===== config.mk =====
export PLATFORM = sky130hd
export DESIGN_NAME = serial_adder
export DESIGN_NICKNAME = d
export VERILOG_FILES = /design/src/rtl/serial_adder.sv
export SDC_FILE = /design/constraint.sdc
export NUM_CORES = 1
export LEC_CHECK = 0
export ABC_AREA = 0
export CORE_MARGIN = 3
export CORE_UTILIZATION = 42
export DETAILED_ROUTE_END_ITERATION = 12
export PLACE_DENSITY = 0.66
export REMOVE_ABC_BUFFERS = 1
export SYNTH_ARGS = -nofsm -noshare
export SYNTH_HDL_FRONTEND = slang
export SYNTH_HIERARCHICAL = 1
export SYNTH_SLANG_ARGS = --single-unit
export TNS_END_PERCENT = 30

===== constraint.sdc =====
create_clock -name clk -period 1.7 [get_ports clk]
set_input_delay 0.34 -clock clk [delete_from_list [all_inputs] [get_ports clk]]
set_output_delay 0.34 -clock clk [all_outputs]
set_load 0.01 [all_outputs]

===== src/rtl/serial_adder.sv =====
`default_nettype none
// ============================================================================
// Module   : half_adder / serial_adder
// Purpose  : half_adder is the one-bit add cell. serial_adder adds two
//            WIDTH-bit operands plus a carry-in one bit per clock, LSB first,
//            using two half_adder cells and an OR as the full-add slice. It
//            holds the operand shift registers, the carry register and the
//            bit counter around that slice.
// Ports    : clk    - rising-edge clock
//            rst_n  - asynchronous active-low reset
//            start  - request; sampled only while idle
//            a, b   - WIDTH-bit operands, captured on the accepting edge
//            cin    - carry-in, captured on the accepting edge
//            busy   - high while bits are being added
//            done   - one-cycle pulse once sout/cout carry the new result
//            sout   - registered sum of the last completed addition
//            cout   - registered carry-out of the last completed addition
// Revision : 1.0 - initial release
// ============================================================================

module half_adder (
    input  logic a,
    input  logic b,
    output logic s,
    output logic c
);
    assign s = a ^ b;
    assign c = a & b;
endmodule

module serial_adder #(
    parameter int WIDTH = 8
) (
    input  logic             clk,
    input  logic             rst_n,
    input  logic             start,
    input  logic [WIDTH-1:0] a,
    input  logic [WIDTH-1:0] b,
    input  logic             cin,
    output logic             busy,
    output logic             done,
    output logic [WIDTH-1:0] sout,
    output logic             cout
);
    localparam int                CNT_W    = $clog2(WIDTH);
    localparam logic [CNT_W-1:0]  CNT_LAST = CNT_W'(WIDTH - 1);

    typedef enum logic [1:0] {
        S_IDLE = 2'd0,
        S_ADD  = 2'd1,
        S_DONE = 2'd2
    } state_t;

    state_t             r_state;
    logic [WIDTH-1:0]   r_sa;
    logic [WIDTH-1:0]   r_sb;
    logic [WIDTH-1:0]   r_psum;
    logic               r_c;
    logic [CNT_W-1:0]   r_cnt;

    logic               w_s0;
    logic               w_c0;
    logic               w_s;
    logic               w_c1;
    logic               w_c_next;
    logic [WIDTH-1:0]   w_psum_next;

    // Full-add slice on the current LSBs and the carry register.
    half_adder u_ha0 (
        .a (r_sa[0]),
        .b (r_sb[0]),
        .s (w_s0),
        .c (w_c0)
    );

    half_adder u_ha1 (
        .a (w_s0),
        .b (r_c),
        .s (w_s),
        .c (w_c1)
    );

    assign w_c_next = w_c0 | w_c1;

    // New sum bit enters from the MSB side so that after WIDTH shifts bit 0
    // of the result has arrived at psum[0].
    assign w_psum_next = {w_s, {(WIDTH-1){1'b0}}} | (r_psum >> 1);

    always_ff @(posedge clk or negedge rst_n) begin
        if (!rst_n) begin
            r_state <= S_IDLE;
            r_sa    <= '0;
            r_sb    <= '0;
            r_psum  <= '0;
            r_c     <= 1'b0;
            r_cnt   <= '0;
            busy    <= 1'b0;
            done    <= 1'b0;
            sout    <= '0;
            cout    <= 1'b0;
        end else begin
            case (r_state)
                S_IDLE: begin
                    done <= 1'b0;
                    if (start) begin
                        r_sa    <= a;
                        r_sb    <= b;
                        r_c     <= cin;
                        r_psum  <= '0;
                        r_cnt   <= '0;
                        busy    <= 1'b1;
                        r_state <= S_ADD;
                    end
                end

                S_ADD: begin
                    r_sa   <= r_sa >> 1;
                    r_sb   <= r_sb >> 1;
                    r_psum <= w_psum_next;
                    r_c    <= w_c_next;
                    if (r_cnt == CNT_LAST) begin
                        // Last bit: publish the result on this edge only, so
                        // partial sums never reach sout.
                        r_cnt   <= '0;
                        sout    <= w_psum_next;
                        cout    <= w_c_next;
                        busy    <= 1'b0;
                        done    <= 1'b1;
                        r_state <= S_DONE;
                    end else begin
                        r_cnt <= r_cnt + CNT_W'(1);
                    end
                end

                S_DONE: begin
                    done    <= 1'b0;
                    r_state <= S_IDLE;
                end

                default: begin
                    busy    <= 1'b0;
                    done    <= 1'b0;
                    r_state <= S_IDLE;
                end
            endcase
        end
    end

endmodule
`default_nettype wire


# --- Word level (Yosys, flattened, before mapping) ---
# Cells that the tools add are included.
op_classes:
  addsub: 1
  n_eq_ne: 5
  mux: 19
  bitwise_logic: 7
  n_reduce_logical: 6
op_table:
  columns: ["cell", "n"]
  rows:
  - ["8-bit one-hot mux with 2 select lines", 3]
  - ["8-bit two-way mux", 3]
  - ["8-bit by 7-bit OR with 8-bit output", 1]
  - ["3-bit two-way mux", 2]
  - ["3-bit one-hot mux with 2 select lines", 1]
  - ["2-bit AND reduction", 3]
  - ["1-bit two-way mux", 5]
  - ["2-bit two-way mux", 2]
  - ["2-bit inequality test, second input constant", 2]
  - ["2-bit one-hot mux with 2 select lines", 1]
  - ["3-bit by 1-bit adder with 3-bit output, second input constant", 1]
  - ["3-bit equality test, second input constant", 1]
  - ["1-bit one-hot mux with 3 select lines", 1]
  - ["3-bit AND reduction", 1]
  - ["1-bit AND", 2]
  - ["2-bit by 1-bit equality test with 1-bit output, second input constant", 1]
  - ["2-bit equality test, second input constant", 1]
  - ["2-bit logical NOT", 1]
  - ["1-bit one-hot mux with 2 select lines", 1]
  - ["2-bit nonzero test", 1]
  - ["1-bit bitwise XOR", 2]
  - ["1-bit inverter", 1]
  - ["1-bit OR", 1]
word_totals:
  regBits: 41
  inputBits: 20
  out_inout_bits: 11
  elab_cells: 48

# --- Depth between registers and ports, before layout ---
logic_depth:
  word_depth: 4
  depth_mapped: 6
  ltp_nobuf: 5

# --- Cells and area by module ---
# The synthesis kept the hierarchy.
by_module_without_submodules:
  columns: ["mod", "instances", "cells_each", "area_each_um2", "seq_area_each_um2"]
  rows:
  - ["serial_adder", 1, 130, 1754.2, 1001.0]
  - ["half_adder", 2, 1, 12.5, 0.0]

# --- Worst setup path before layout ---
# Ideal clock, no wire load.
synth_timing:
  kind: "reg2reg"
  from: "register r_cnt[0]"
  to: "register sout[0]"
  setup_time_ns: 0.125
  t_arrival_ns: 1.334
  t_required_ns: 1.575
  setup_slack_ns: 0.241
  path_stages_with_launch: 6
  n_path_buf: 1
  synth_period_minus_slack_ns: 1.459
  cell_sequence: "dfrtp_1 -> ha_1 -> ha_1 -> nand3b_4 -> buf_6 -> mux2_4"
synth_between:
  elab_chain_len: 2
synth_lines:
  columns: ["element", "line_no", "text"]
  rows:
  - ["start: declaration", "59", "logic [CNT_W-1:0] r_cnt;"]
  - ["start signal: assignment", "131", "r_cnt <= r_cnt + CNT_W'(1);"]
  - ["3-bit equality test", "121", "if (r_cnt == CNT_LAST) begin"]
  - ["2-bit AND reduction (no source line)", null, null]
  - ["end signal: assignment", "125", "sout <= w_psum_next;"]
  - ["end: declaration", "42", "output logic [WIDTH-1:0] sout,"]
# Every way passes these cells.
# A chain may end at the register's enable or synchronous reset.

# --- Final worst setup path ---
layout_timing:
  from: "register r_cnt[0]"
  to: "register sout[2]"
# Same word-level chain as after synthesis.

==> summary.md <==
| Metric | Value |
|---|---|
| CTS tree | yes |
| Count of different cell masters after synthesis | 24 |
| Leak | 0.9625 nW |
| PnR worst setup slack | between 0.1 and 0.15 ns |
| Setup_tns | 0 ns |
| Layout cells sized above 1 | 23.17% |
| Synth Area per Inst | 13.48 um^2 |
| Cell Area, Synth | 0.001779 mm^2 |
| Rows | 23 |
| Total power | 3.744 mW |
| Worst EP arrival | 1.74 ns |
| Antenna Cells | 0 |
| Core area | 0.004058 mm^2 |
| H-tree Lvls | 2 |
| Post-Syn Instances | 132 |
| CTS Hold Buffers Added | 0 |
| Grt ovf | 0 |
| GRT Total Usage | 14.64% |
| Area delta synth->final | 23.07% |
| YS warnings | 6 |
| Maximum vdd drop | ~620 uV |
| Die Y | 71.09 um |
| Kind of critical path | flip-flop to flip-flop |
| Slowest-stage cell, CP | dfrtp_1 |
| Nets@finish | ~190 |
| Initial antenna violation count | 0 |
| Clock latency on the worst-skew pair | around 0.29 ns |
| IO Pins | 31 |
| Number of DRC markers in iteration 0 | 86 |
| Clock Path Buffers | 2 |
| First-pass GRT wire length | 5747 um |
| Die Wd | ~70 um |
| Placer congestion estimate | 0.8031 |
| Vias/cell | 5.472 |
| Worst slew margin | between 50% and 60% |
| Worst Max-Slew Pin Slew | 0.6456 ns |
| Status | finished, final reports clean |
| Clk pwr share | between 10% and 20% |
| WP data required | around 1.9 ns |
| Clock-pin transition on the worst setup and hold timing paths | around 0.080 ns |
| Cells after DPL | 206 |
| Initial Util | 43.85% |
| Port Buf Inserts | 30 |
| Startpoint Class | flip-flop |
| Cell Chain, Critical Path | ha_1, ha_1, nand3b_4, mux2_2 |
| Area contributors post-synth | dfrtp_1, o221a_2, nand3b_1 |
| Power Density | between 1500 and 2000 mW/mm^2 |
| Most common cell after layout, fill and taps aside | dfrtp_1 |
| Hold_ws | 0.1017 ns |
| Post-Place Setup Slack | 0.05518 ns |
| Sw frac | between 30% and 40% |
| Average routed wire per standard cell | ~16 um |
| Die ar. | 0.005053 mm^2 |
| Area leader, netlist | dfrtp_1 |
| Cell mode on critical path | ha_1 |
| Critical path peak fanout | 11 |
| Reg power frac | 43.8% |
| DP HPWL | between 2000 and 2500 um |
| Via count | 1171 |
| Number of global-route vias before repair | 1166 |
| Yosys reg bits | 40 |
| Hold Crit Class | primary input to asynchronous set/reset pin |
| Clk root buf | clkbuf_8 |
| Internal power | 2.556 mW |
| Num CTS Buffers | 5 |
| Sequential element share of the synthesized area | between 50% and 60% |
| Final Hold Viols | 0 |
| Detail Route Antenna Nets | 0 |
| Most frequent cells in the layout | dfrtp_1, clkdlybuf4s50_1, nand3b_1 |
| Max Clock Freq | 638.2 MHz |
| DRC errors left | 0 |
| CP Capture Type | flip-flop |
| Final setup violation count | 0 |
| Sw power | 1.188 mW |
| Setup Fix Bufs, Post-CTS | 0 |
| Period minus WS final | ~1.6 ns |
| DR pass1 iterations | 4 |
| Count of max-cap constraint violations | 0 |
| WL final | 3326 um |
| Top cell type's share of synthesized area | between 50% and 60% |
| Slew Limit Fails | 0 |
| Worst R2R Setup Slack | 0.13 ns |
| Final std cells w/o fill | 214 |
| Clock sinks | 40 |
| Resize count post-CTS | 0 |
| RSZ-0062 raised after global routing | false |
| Slowest stage delay, CP | 0.41 ns |
| Final worst clock skew | 0.006506 ns |
| Maximum number of pins on one net before global-route repair | between 40 and 50 |
| Fin crit share | 92.17% |
| Comb power frac | 39.1% |
-- flip-flops by register name, indices dropped and copies added (netlist names) --
name     cells
r_sa         8
r_sb         8
sout         8
r_psum       7
r_cnt        3
r_state      2
busy         1
cout         1
done         1
r_c          1
-- cell usage after synthesis --
library cell and number:
clkbuf_1 1, dfrtp_1 40, nor2_4 3, o21ai_0 5
buf_2 6, mux2_2 1, a22o_1 9, inv_1 3
o31ai_1 1, o221a_2 14, nand3b_4 1, nand2b_1 1
nor2b_1 3, buf_6 3, nand2_1 5, ha_1 4
nor2_1 4, buf_4 1, nand3b_1 15, o21bai_1 1
mux2_4 7, a21oi_1 2, o211ai_1 1, o22ai_1 1
-- power groups by stage --
| stage | sequential (mW) | combinational, mW | clock [mW] |
|---|---|---|---|
| after floorplan | 1.66 | 0.916 | 0 |
| after global placement | 1.63 | 1.43 | 0 |
| after detailed placement | 1.65 | 1.48 | 0 |
| after CTS | 1.64 | 1.49 | 0.662 |
| after global routing | 1.69 | 1.63 | 0.708 |
| final | 1.64 | 1.46 | 0.642 |
-- worst max-delay path, delay by kind of cell, from the launching register on --
family | cells | cell delay (ns)
multiplexers | 1 | 0.36
adder cells (fa/ha/maj) | 2 | 0.47
AND/OR/NAND/NOR | 1 | 0.21
flip-flops | 1 | 0.41
-- final timing paths --
path	cells after the start	start	end
worst max-delay path	4	r_cnt[0]	sout[2]
worst min-delay path	2	rst_n	r_state[1]
min in group clk	1	r_cnt[0]	r_cnt[0]
worst min register to register	1	r_cnt[0]	r_cnt[0]
worst max register to register	4	r_cnt[0]	sout[2]
max in group asynchronous	2	rst_n	r_psum[1]
-- routing by layer --
| layer | GRT usage, % | vias up | wire length [um] |
|---|---|---|---|
| met5 | 0 | - | 0 |
| met4 | 5.428 | 0 | 61 |
| met3 | 4.830 | 8 | 143 |
| met2 | 22.14 | 29 | 1603 |
| met1 | 19.65 | 582 | 1518 |
| li1 | - | 552 | - |
-- cell type report --
| type | instances | area [um^2] |
|---|---|---|
| flip-flops and latches | 40 | 1001 |
| well taps | 50 | 62.56 |
| inverters | 3 | 11.26 |
| fillers | 345 | 1868 |
| clock buffers | 8 | 90.09 |
| multi-input cells | 78 | 691.9 |
| repair buffers | 35 | 332.8 |
-- per-stage QoR --
stage,util [%],cell area (um^2)
floorplan,-,1704
global placement,51.74,2100
detailed placement,51.74,2100
CTS,53.96,2190
global route,53.96,2190
finish,53.96,2190
-- logic make-up (layout without fill, tap and decap cells) --
| group | after synthesis | after routing | synth area share (%) |
|---|---|---|---|
| AO/OA/AOI/OAI | 34 | 34 | 16.88 |
| AND/OR/NAND/NOR | 32 | 32 | 12.66 |
| multiplexers | 8 | 8 | 6.540 |
| adder cells (fa/ha/maj) | 4 | 4 | 2.813 |
| buffers and inverters | 14 | 46 | 4.852 |
| flip-flops | 40 | 40 | 56.26 |
Note: power is estimated with default switching activity, not from simulation.
